$ cat src/rtl/btle_crc_tx_seq.sv
// -----------------------------------------------------------------------------
// btle_crc_tx_seq
//
// Transmit-side sequencer in front of crc24. For one packet it presets the CRC
// register, then feeds preamble, access address and PDU into crc24 one on-air
// bit at a time (one bit slot = CLK_PER_BIT clocks). After the last PDU bit it
// waits for crc24 to report the end of its 24 CRC bits, then pulses done.
//
// Optional feature: define BTLE_CRC_SEQ_TIMEOUT_EN to add a watchdog in the
// CRC wait state and the timeout_err output.
//
// Ports
//   clk, rst                 clock, asynchronous active-high reset
//   start                    one-cycle send request, ignored while busy
//   access_address           AA, sampled on accepted start
//   crc_init                 CRC preset, sampled on accepted start
//   pdu_len                  PDU length in bytes, sampled on accepted start
//   pdu_addr                 byte address into the PDU buffer
//   pdu_data                 buffer read data, one clock after pdu_addr
//   crc_out_valid_last       crc24 has emitted its final CRC bit
//   crc_state_init_bit       CRC preset value to crc24 (during load only)
//   crc_state_init_bit_load  CRC preset strobe to crc24
//   info_bit                 current bit, held for the whole bit slot
//   info_bit_valid           one-clock strobe at the start of each bit slot
//   info_bit_valid_last      coincident with the strobe of the final bit
//   busy                     high from accepted start until done
//   done                     one-clock completion pulse
//   dbg_state                current FSM state, for debug/checkers
//   timeout_err              (feature only) done was caused by the watchdog
//
// Handshake: start is a single-cycle request that is only taken in IDLE; there
// is no back-pressure toward crc24 -- every info_bit_valid strobe is consumed
// in the clock it is presented.
// -----------------------------------------------------------------------------
module btle_crc_tx_seq #(
  parameter int CLK_PER_BIT         = 16,
  parameter int CRC_STATE_BIT_WIDTH = 24,
  parameter int LEN_WIDTH           = 8
) (
  input  logic                           clk,
  input  logic                           rst,
  input  logic                           start,
  input  logic [31:0]                    access_address,
  input  logic [CRC_STATE_BIT_WIDTH-1:0] crc_init,
  input  logic [LEN_WIDTH-1:0]           pdu_len,
  output logic [LEN_WIDTH-1:0]           pdu_addr,
  input  logic [7:0]                     pdu_data,
  input  logic                           crc_out_valid_last,
  output logic [CRC_STATE_BIT_WIDTH-1:0] crc_state_init_bit,
  output logic                           crc_state_init_bit_load,
  output logic                           info_bit,
  output logic                           info_bit_valid,
  output logic                           info_bit_valid_last,
  output logic                           busy,
  output logic [2:0]                     dbg_state,
  output logic                           done
`ifdef BTLE_CRC_SEQ_TIMEOUT_EN
  ,
  output logic                           timeout_err
`endif
);

  typedef enum logic [2:0] {
    S_IDLE        = 3'd0,
    S_LOAD        = 3'd1,
    S_PREAMBLE    = 3'd2,
    S_ACCESS_ADDR = 3'd3,
    S_PDU         = 3'd4,
    S_WAIT_CRC    = 3'd5,
    S_DONE        = 3'd6
  } state_e;

  localparam logic [3:0] CNT_LAST = 4'(CLK_PER_BIT - 1);

  state_e                         state_q, state_d;
  logic [31:0]                    aa_q, aa_d;
  logic [CRC_STATE_BIT_WIDTH-1:0] crc_q, crc_d;
  logic [LEN_WIDTH-1:0]           len_q, len_d;
  logic [LEN_WIDTH-1:0]           addr_q, addr_d;
  logic [LEN_WIDTH-1:0]           byte_cnt_q, byte_cnt_d;
  logic [3:0]                     clk_cnt_q, clk_cnt_d;
  logic [4:0]                     bit_cnt_q, bit_cnt_d;
  logic [7:0]                     shift_q, shift_d;

`ifdef BTLE_CRC_SEQ_TIMEOUT_EN
  localparam logic [9:0] WD_LAST = 10'(24 * CLK_PER_BIT + 32 - 1);
  logic [9:0] wd_q, wd_d;
  logic       timeout_q, timeout_d;
`endif

  logic in_bits;
  logic slot_first;
  logic slot_end;
  logic last_byte;
  logic final_bit;

  always_comb begin
    in_bits    = (state_q == S_PREAMBLE) || (state_q == S_ACCESS_ADDR) ||
                 (state_q == S_PDU);
    slot_first = (clk_cnt_q == 4'd0);
    slot_end   = (clk_cnt_q == CNT_LAST);
    // Only meaningful in S_PDU, where len_q is at least 1.
    last_byte  = (byte_cnt_q == len_q - LEN_WIDTH'(1));
    // Final bit of the packet: last PDU bit, or AA bit 31 for an empty PDU.
    final_bit  = ((state_q == S_PDU) && (bit_cnt_q == 5'd7) && last_byte) ||
                 ((state_q == S_ACCESS_ADDR) && (bit_cnt_q == 5'd31) &&
                  (len_q == '0));
  end

  // Next-state and datapath
  always_comb begin
    state_d    = state_q;
    aa_d       = aa_q;
    crc_d      = crc_q;
    len_d      = len_q;
    addr_d     = addr_q;
    byte_cnt_d = byte_cnt_q;
    bit_cnt_d  = bit_cnt_q;
    shift_d    = shift_q;
    clk_cnt_d  = 4'd0;
    if (in_bits) begin
      clk_cnt_d = slot_end ? 4'd0 : clk_cnt_q + 4'd1;
    end
`ifdef BTLE_CRC_SEQ_TIMEOUT_EN
    wd_d      = 10'd0;
    timeout_d = 1'b0;
`endif

    case (state_q)
      S_IDLE: begin
        if (start) begin
          aa_d    = access_address;
          crc_d   = crc_init;
          len_d   = pdu_len;
          addr_d  = '0;
          state_d = S_LOAD;
        end
      end

      S_LOAD: begin
        bit_cnt_d = 5'd0;
        state_d   = S_PREAMBLE;
      end

      S_PREAMBLE: begin
        if (slot_end) begin
          if (bit_cnt_q == 5'd7) begin
            bit_cnt_d = 5'd0;
            state_d   = S_ACCESS_ADDR;
          end else begin
            bit_cnt_d = bit_cnt_q + 5'd1;
          end
        end
      end

      S_ACCESS_ADDR: begin
        if (slot_end) begin
          if (bit_cnt_q == 5'd31) begin
            bit_cnt_d  = 5'd0;
            byte_cnt_d = '0;
            // Byte 0 was addressed at start, so its data is already stable.
            shift_d    = pdu_data;
            state_d    = (len_q == '0) ? S_WAIT_CRC : S_PDU;
          end else begin
            bit_cnt_d = bit_cnt_q + 5'd1;
          end
        end
      end

      S_PDU: begin
        // Prefetch: address the next byte at the start of this byte so the
        // synchronous buffer read has a full byte time to settle.
        if (slot_first && (bit_cnt_q == 5'd0) && !last_byte) begin
          addr_d = addr_q + LEN_WIDTH'(1);
        end
        if (slot_end) begin
          if (bit_cnt_q == 5'd7) begin
            if (last_byte) begin
              state_d = S_WAIT_CRC;
            end else begin
              byte_cnt_d = byte_cnt_q + LEN_WIDTH'(1);
              bit_cnt_d  = 5'd0;
              shift_d    = pdu_data;
            end
          end else begin
            bit_cnt_d = bit_cnt_q + 5'd1;
            shift_d   = {1'b0, shift_q[7:1]};
          end
        end
      end

      S_WAIT_CRC: begin
`ifdef BTLE_CRC_SEQ_TIMEOUT_EN
        wd_d = wd_q + 10'd1;
        if (crc_out_valid_last) begin
          state_d = S_DONE;
        end else if (wd_q == WD_LAST) begin
          state_d   = S_DONE;
          timeout_d = 1'b1;
        end
`else
        if (crc_out_valid_last) begin
          state_d = S_DONE;
        end
`endif
      end

      S_DONE: begin
        state_d = S_IDLE;
      end

      default: begin
        state_d = S_IDLE;
      end
    endcase
  end

  always_ff @(posedge clk or posedge rst) begin
    if (rst) begin
      state_q    <= S_IDLE;
      aa_q       <= '0;
      crc_q      <= '0;
      len_q      <= '0;
      addr_q     <= '0;
      byte_cnt_q <= '0;
      clk_cnt_q  <= 4'd0;
      bit_cnt_q  <= 5'd0;
      shift_q    <= 8'd0;
`ifdef BTLE_CRC_SEQ_TIMEOUT_EN
      wd_q       <= 10'd0;
      timeout_q  <= 1'b0;
`endif
    end else begin
      state_q    <= state_d;
      aa_q       <= aa_d;
      crc_q      <= crc_d;
      len_q      <= len_d;
      addr_q     <= addr_d;
      byte_cnt_q <= byte_cnt_d;
      clk_cnt_q  <= clk_cnt_d;
      bit_cnt_q  <= bit_cnt_d;
      shift_q    <= shift_d;
`ifdef BTLE_CRC_SEQ_TIMEOUT_EN
      wd_q       <= wd_d;
      timeout_q  <= timeout_d;
`endif
    end
  end

  // Outputs decode from registered state, so reset clears them immediately.
  always_comb begin
    info_bit = 1'b0;
    case (state_q)
      S_PREAMBLE:    info_bit = aa_q[0] ^ bit_cnt_q[0];
      S_ACCESS_ADDR: info_bit = aa_q[bit_cnt_q];
      S_PDU:         info_bit = shift_q[0];
      default:       info_bit = 1'b0;
    endcase
  end

  assign info_bit_valid          = in_bits && slot_first;
  assign info_bit_valid_last     = info_bit_valid && final_bit;
  assign crc_state_init_bit_load = (state_q == S_LOAD);
  assign crc_state_init_bit      = (state_q == S_LOAD) ? crc_q : '0;
  assign busy                    = (state_q != S_IDLE) && (state_q != S_DONE);
  assign done                    = (state_q == S_DONE);
  assign pdu_addr                = addr_q;
  assign dbg_state               = state_q;
`ifdef BTLE_CRC_SEQ_TIMEOUT_EN
  // timeout_q is only ever set on the WAIT_CRC -> DONE edge.
  assign timeout_err             = timeout_q;
`endif

endmodule

$ cat config.mk
export PLATFORM = sky130hd
export DESIGN_NAME = btle_crc_tx_seq
export DESIGN_NICKNAME = d
export VERILOG_FILES = /design/src/rtl/btle_crc_tx_seq.sv
export SDC_FILE = /design/constraint.sdc
export NUM_CORES = 1
export LEC_CHECK = 0
export CAP_MARGIN = 25
export CORE_UTILIZATION = 46
export CTS_CLUSTER_SIZE = 30
export DETAILED_ROUTE_END_ITERATION = 10
export PLACE_DENSITY = 0.78
export SLEW_MARGIN = 20
export SYNTH_ARGS = -nofsm -noshare
export SYNTH_HDL_FRONTEND = slang
export SYNTH_SLANG_ARGS = --single-unit
export TNS_END_PERCENT = 1
$ cat constraint.sdc
create_clock -name clk -period 3 [get_ports clk]
set_input_delay 0.6 -clock clk [delete_from_list [all_inputs] [get_ports clk]]
set_output_delay 0.6 -clock clk [all_outputs]
set_load 0.02 [all_outputs]
=== Word-level counts from Yosys, hierarchy flattened ===
Cells that the tools add are included.

* Output and inout bits: 41
* Input bits: 76
* Bits in registers: 100

* Equality and inequality tests: 23
* Add/subtract/negate cells: 5
* Reduce and logical (&&, ||, !) cells: 27
* Bitwise gates (word level): 1
* Magnitude comparators: 1
* Muxes and demuxes: 40

{| class="wikitable"
|+ Operator list
! operator !! count
|-
| $mux 8 || 12
|-
| $pmux 8 s2 || 3
|-
| $mux 5 || 7
|-
| $mux 3 || 9
|-
| $mux 24 || 1
|-
| $pmux 5 s4 || 1
|-
| $pmux 3 s6 || 1
|-
| $add 8x1->8 const B || 2
|-
| $ne 2x2->1 const B || 7
|-
| $reduce_and 5->1 || 2
|-
| $eq 3x3->1 const B || 3
|-
| $logic_and 1x1->1 || 9
|-
| $reduce_and 9->1 || 1
|-
| $eq 8x8->1 || 1
|-
| $logic_not 8->1 || 1
|-
| $mux 4 || 2
|-
| $ne 2x1->1 const B || 4
|-
| $sub 8x1->8 const B || 1
|-
| $eq 3x2->1 const B || 2
|-
| $lt 5x6->1 const B || 1
|-
| $ne 3x3->1 const B || 2
|-
| $reduce_and 6->1 || 1
|-
| $add 5x1->5 const B || 1
|-
| $bmux 1 s5 || 1
|-
| other kinds (18) || 22
|}

=== Depth between registers and ports, before layout ===
* Depth in word-level cells: 6
* Mapped depth: 9

=== Worst setup path before layout ===
OpenSTA, ideal clock, no wires.

* Path kind: flip-flop to output port
* From: reg len_q[0]
* To: out info_bit_valid_last
* Setup slack: -90 ps
* Stages on the path, launching flop included: 9
* Required time: 2400 ps
* Path buffers: 1
* Arrival: 2490 ps
* Path through: dfrtp_1 inv_1 ha_1 nor3b_1 xnor2_1 a2111oi_4 o2111ai_2 clkbuf_1 a21boi_0

* Word-level cells in the longest chain between the ends: 5
* Elaborated cells on any way between the ends: 7
* Those cells by class: add/sub (1); eq/ne (1); reduce/logical (5)

{| class="wikitable"
|+ RTL lines
! item !! line !! source
|-
| start, declared || 78 || <nowiki>logic [LEN_WIDTH-1:0] len_q, len_d;</nowiki>
|-
| start signal, assigned || 237 || <nowiki>len_q <= len_d;</nowiki>
|-
| $sub 8x1->8 || 103 || <nowiki>last_byte = (byte_cnt_q == len_q - LEN_WIDTH'(1));</nowiki>
|-
| $eq 8x8->1 || 103 ||
|-
| $logic_and 1x1->1 || 105 || <nowiki>final_bit = ((state_q == S_PDU) && (bit_cnt_q == 5'd7) && last_byte) ||</nowiki>
|-
| $logic_or 1x1->1 * || 105 ||
|-
| $logic_and 1x1->1 * || 262 || <nowiki>assign info_bit_valid_last = info_bit_valid && final_bit;</nowiki>
|-
| end, declared || 53 || <nowiki>output logic info_bit_valid_last,</nowiki>
|}

Every way passes the cells marked *; elsewhere a longest branch is shown, timed or not.

=== Worst setup path in the final report ===
* From: reg bit_cnt_q[1]
* To: out info_bit_valid_last

* Word-level cells in the longest chain between the ends: 5
* Elaborated cells on any way between the ends: 8
* Those cells by class: eq/ne (2); reduce/logical (6)

{| class="wikitable"
|+ RTL lines
! item !! line !! source
|-
| start, declared || 82 || <nowiki>logic [4:0] bit_cnt_q, bit_cnt_d;</nowiki>
|-
| start signal, assigned || 241 || <nowiki>bit_cnt_q <= bit_cnt_d;</nowiki>
|-
| $eq 5x3->1 / $eq 5x5->1 (equally long branches) || 105, 106 ||
|-
| $logic_and 1x1->1 (on tied branches) (2 in a row) || 105, 106 ||
|-
| $logic_or 1x1->1 * || 105 ||
|-
| $logic_and 1x1->1 * || 262 ||
|}

Marks and branches as above.

==> flow_summary_export.csv <==
group,metric,value,unit
status,outcome,"complete, no violations",
route,wl_per_cell,16.46,um
synth,synth_top_area_share,48.04,%
die,core,0.01094,sq mm
synth,synth_cell_type_count,61,
setup_path,critPathLaunchType,"flop",
clock_network,clockRootBuffer,"clkbuf_16",
power_and_ir_drop,p_leak,2.939,nW
clock_network,clk_pin_slew_worst_paths,0.07,ns
global_route,grt_pass1_vias,4108,
route,num_vias,4032,
timing,rsz0062_at_grt,"yes",
synth,avgSynthCellArea,11.57,sq um
setup_path,required,2.40,ns
clock_network,cts_made_buffers,9,
final_layout,areaGrowthSynthToFinish,36.10,%
setup_path,crit_chain,"ha_1 > or4bb_1 > or2_4 > nor2b_1 > o2111ai_2 > a21boi_2 > clkdlybuf4s15_2",
place,gp_congestion,0.8571,
clock_network,ctsHoldBuffers,0,
timing,fin_crit,2.958,ns
synth,yosys.area.top_type,"dfrtp_1",
setup_path,critPathSlowestCell,"or4bb_1",
setup_path,slowest_delay,0.42,ns
global_route,grt_max_degree,54,
final_layout,mostFrequentLayoutCells,"clkdlybuf4s50_1 (114), dfrtp_1 (99), mux2_2 (65), buf_4 (34), and2_1 (27)",
final_layout,fillers,860,
timing,timing.final.crit_share,98.62,%
timing,finalHoldViolations,0,
power_and_ir_drop,power_density,858.6,mW/mm^2
setup_path,cp_data_arrival_time,2.36,ns
die,start_util,47.63,%
global_route,grt_antenna_before_repair,0,
hold_path,worst_hold_path_type,"flop to flop",
clock_network,cts_max_path_buffers,2,
place,place_area,0.006755,sq mm
final_layout,final_cell_area,0.007089,sq mm
job,maxCapViolCount,0,
setup_path,r2r_setup_slack,0.39,ns
timing,slew_violations,0,
clock_network,cts_tree,"yes",
final_layout,nNetsFinal,675,
synth,synth-edff-count,0,
clock_network,htreeDepth,3,
route,vias_per_cell,5.486,
place,dp_slack,-0.07158,ns
clock_network,clock_latency,0.35,ns
route,drt_iter0_drc,202,
setup_path,path_max_fanout,2,
final_layout,final_common_cell,"clkdlybuf4s50_1",
setup_path,crit_path_end_kind,"primary output",
synth,synthArstFlopShare,100.0,%
synth,syn_nets,535,
power_and_ir_drop,peakVddDrop,622.6,uV
place,portBuffers,116,
die,chipWidth,108.4,um
timing,fin_skew,0.005646,ns
global_route,grt.overflow.total,0,
route,route.detailed.drc,0,
route,postRouteAntennaNets,0,
timing,tightestPinTransition,0.9179,ns
die,dieHeight,108.4,um
timing,fin_tns_setup,0,ns
synth,synth_flop_cell,"dfrtp_1",
route,drt-total-wl,12100,um
timing,setup_ws,0.04153,ns
setup_path,crit_type,"flop to primary output",
final_layout,drive_gt1_share,24.37,%
synth,synthCells,450,
clock_network,clkSinkCount,100,
die,die_area,0.01175,sq mm
die,std_cell_rows,38,
synth,ys_warn_count,0,
global_route,track_usage,22.09,%
route,drt_first_pass_iters,5,
timing,max_freq,338.0,MHz
synth,syn_area,0.005209,sq mm
timing,setup_violations,0,
synth,synth.top_cells.by_area,"dfrtp_1 (48%), mux2_2 (14%), mux4_2 (3.9%)",
global_route,grt_pass1_wl,20030,um
place,post-dp-hpwl,8883,um
synth,ys_seq_elements,100,
die,ios,117,
timing,slew_headroom,38.81,%
final_layout,antenna_cells,0,
synth,synth-seq-area-share,48.04,%
flip-flops by register name, indices dropped and copies added (netlist names):
register	cells
shift_q	8
crc_q	24
len_q	8
byte_cnt_q	8
bit_cnt_q	5
aa_q	32
clk_cnt_q	4
pdu_addr	8
dbg_state	3
cells in the mapped netlist, types with 2 or more instances:
master      n
xor2_1      4
dfrtp_1   100
nand4_1     5
clkbuf_1   14
nor3_1      4
a31oi_1     7
nand2_1    24
and3_1      8
a21o_1      2
inv_1      12
nor3b_1     3
buf_1       6
nand2b_1    6
and2_1     27
a22oi_1     3
nand3_1    11
a32o_1      2
o31ai_1     4
o21ai_0    13
or3_1       4
mux2i_1    10
o21a_1      2
nor4_1      2
buf_2       3
nor2b_1     6
o2111a_1    2
o211ai_1    2
mux2_2     65
or4_1       5
mux4_2      9
ha_1        9
o22ai_1     2
xnor2_1    10
nor2_1     17
a21oi_1    21
metal layers:
layer / part of all wire, % / up-vias / global-route usage [%]
met4: 1.8 / 0 / 7.625
met5: 0 / - / 0
li1: - / 1912 / -
met1: 42 / 1969 / 27.22
met3: 7.0 / 19 / 6.872
met2: 49 / 132 / 36.57
worst max-delay path: cells and delay by family (launching register included):
kind	cells	cell delay (ns)
AO/OA/AOI/OAI	2	0.31
AND/OR/NAND/NOR	3	0.81
flip-flops	1	0.41
adder cells (fa/ha/maj)	1	0.18
buffers and inverters	1	0.27
report_power, final:
group          leakage (nW)  switching, mW  internal [mW]  total (mW)
registers              1.22          0.302           1.84        2.14
clock network         0.156          0.542          0.684        1.23
logic                  1.57           1.24           1.48        2.72
total                  2.94           2.08           4.01        6.09
worst paths after layout:
check                                         start                        end  cells past startpoint
max                        bit_cnt_q[1]$_DFFE_PP0P_        info_bit_valid_last                      7
min                            crc_q[8]$_DFFE_PP0P_       crc_q[8]$_DFFE_PP0P_                      1
max reg2reg                    len_q[2]$_DFFE_PP0P_  byte_cnt_q[7]$_DFFE_PP0P_                      8
min reg2reg                    crc_q[8]$_DFFE_PP0P_       crc_q[8]$_DFFE_PP0P_                      1
max in group asynchronous                       rst       aa_q[16]$_DFFE_PP0P_                      3
min in group asynchronous                       rst    pdu_addr[3]$_DFFE_PP0P_                      2
cell families after synthesis:
group	after synthesis	synth area share (%)
AND/OR/NAND/NOR	133	14.75
buffers and inverters	36	2.810
adder cells (fa/ha/maj)	9	2.162
XOR/XNOR	14	2.354
multiplexers	84	19.87
flip-flops	100	48.04
AO/OA/AOI/OAI	74	10.02
metrics by stage:
stage          hold WS, ns  util (%)  instances  total power [mW]
2_1_floorplan       0.4507         -        450             3.768
3_3_place_gp        0.4688     61.77        719             4.781
3_5_place_dp        0.4895     61.77        719             4.874
4_1_cts             0.5044     64.75        735             6.130
5_1_grt             0.5212     64.83        735             6.462
6_report            0.4988     64.83        735             6.087
repair_timing:
action / in CTS / in global routing
gates resized for setup: 10 / 6
pin swaps: 0 / 1
buffers inserted: 0 / 0
setup endpoints to repair: 2 / 2
cloned: 0 / 0
area by class of cell:
class,instances,area (sq um),area share [%]
clock buffers,10,239.0,3.371
flip-flops and latches,100,2504,35.32
clock inverters,6,76.32,1.077
multi-input cells,314,2574,36.30
repair buffers,153,1473,20.77
inverters,12,48.80,0.6883
well taps,140,175.2,2.471
Note: power is estimated with default switching activity, not from simulation.
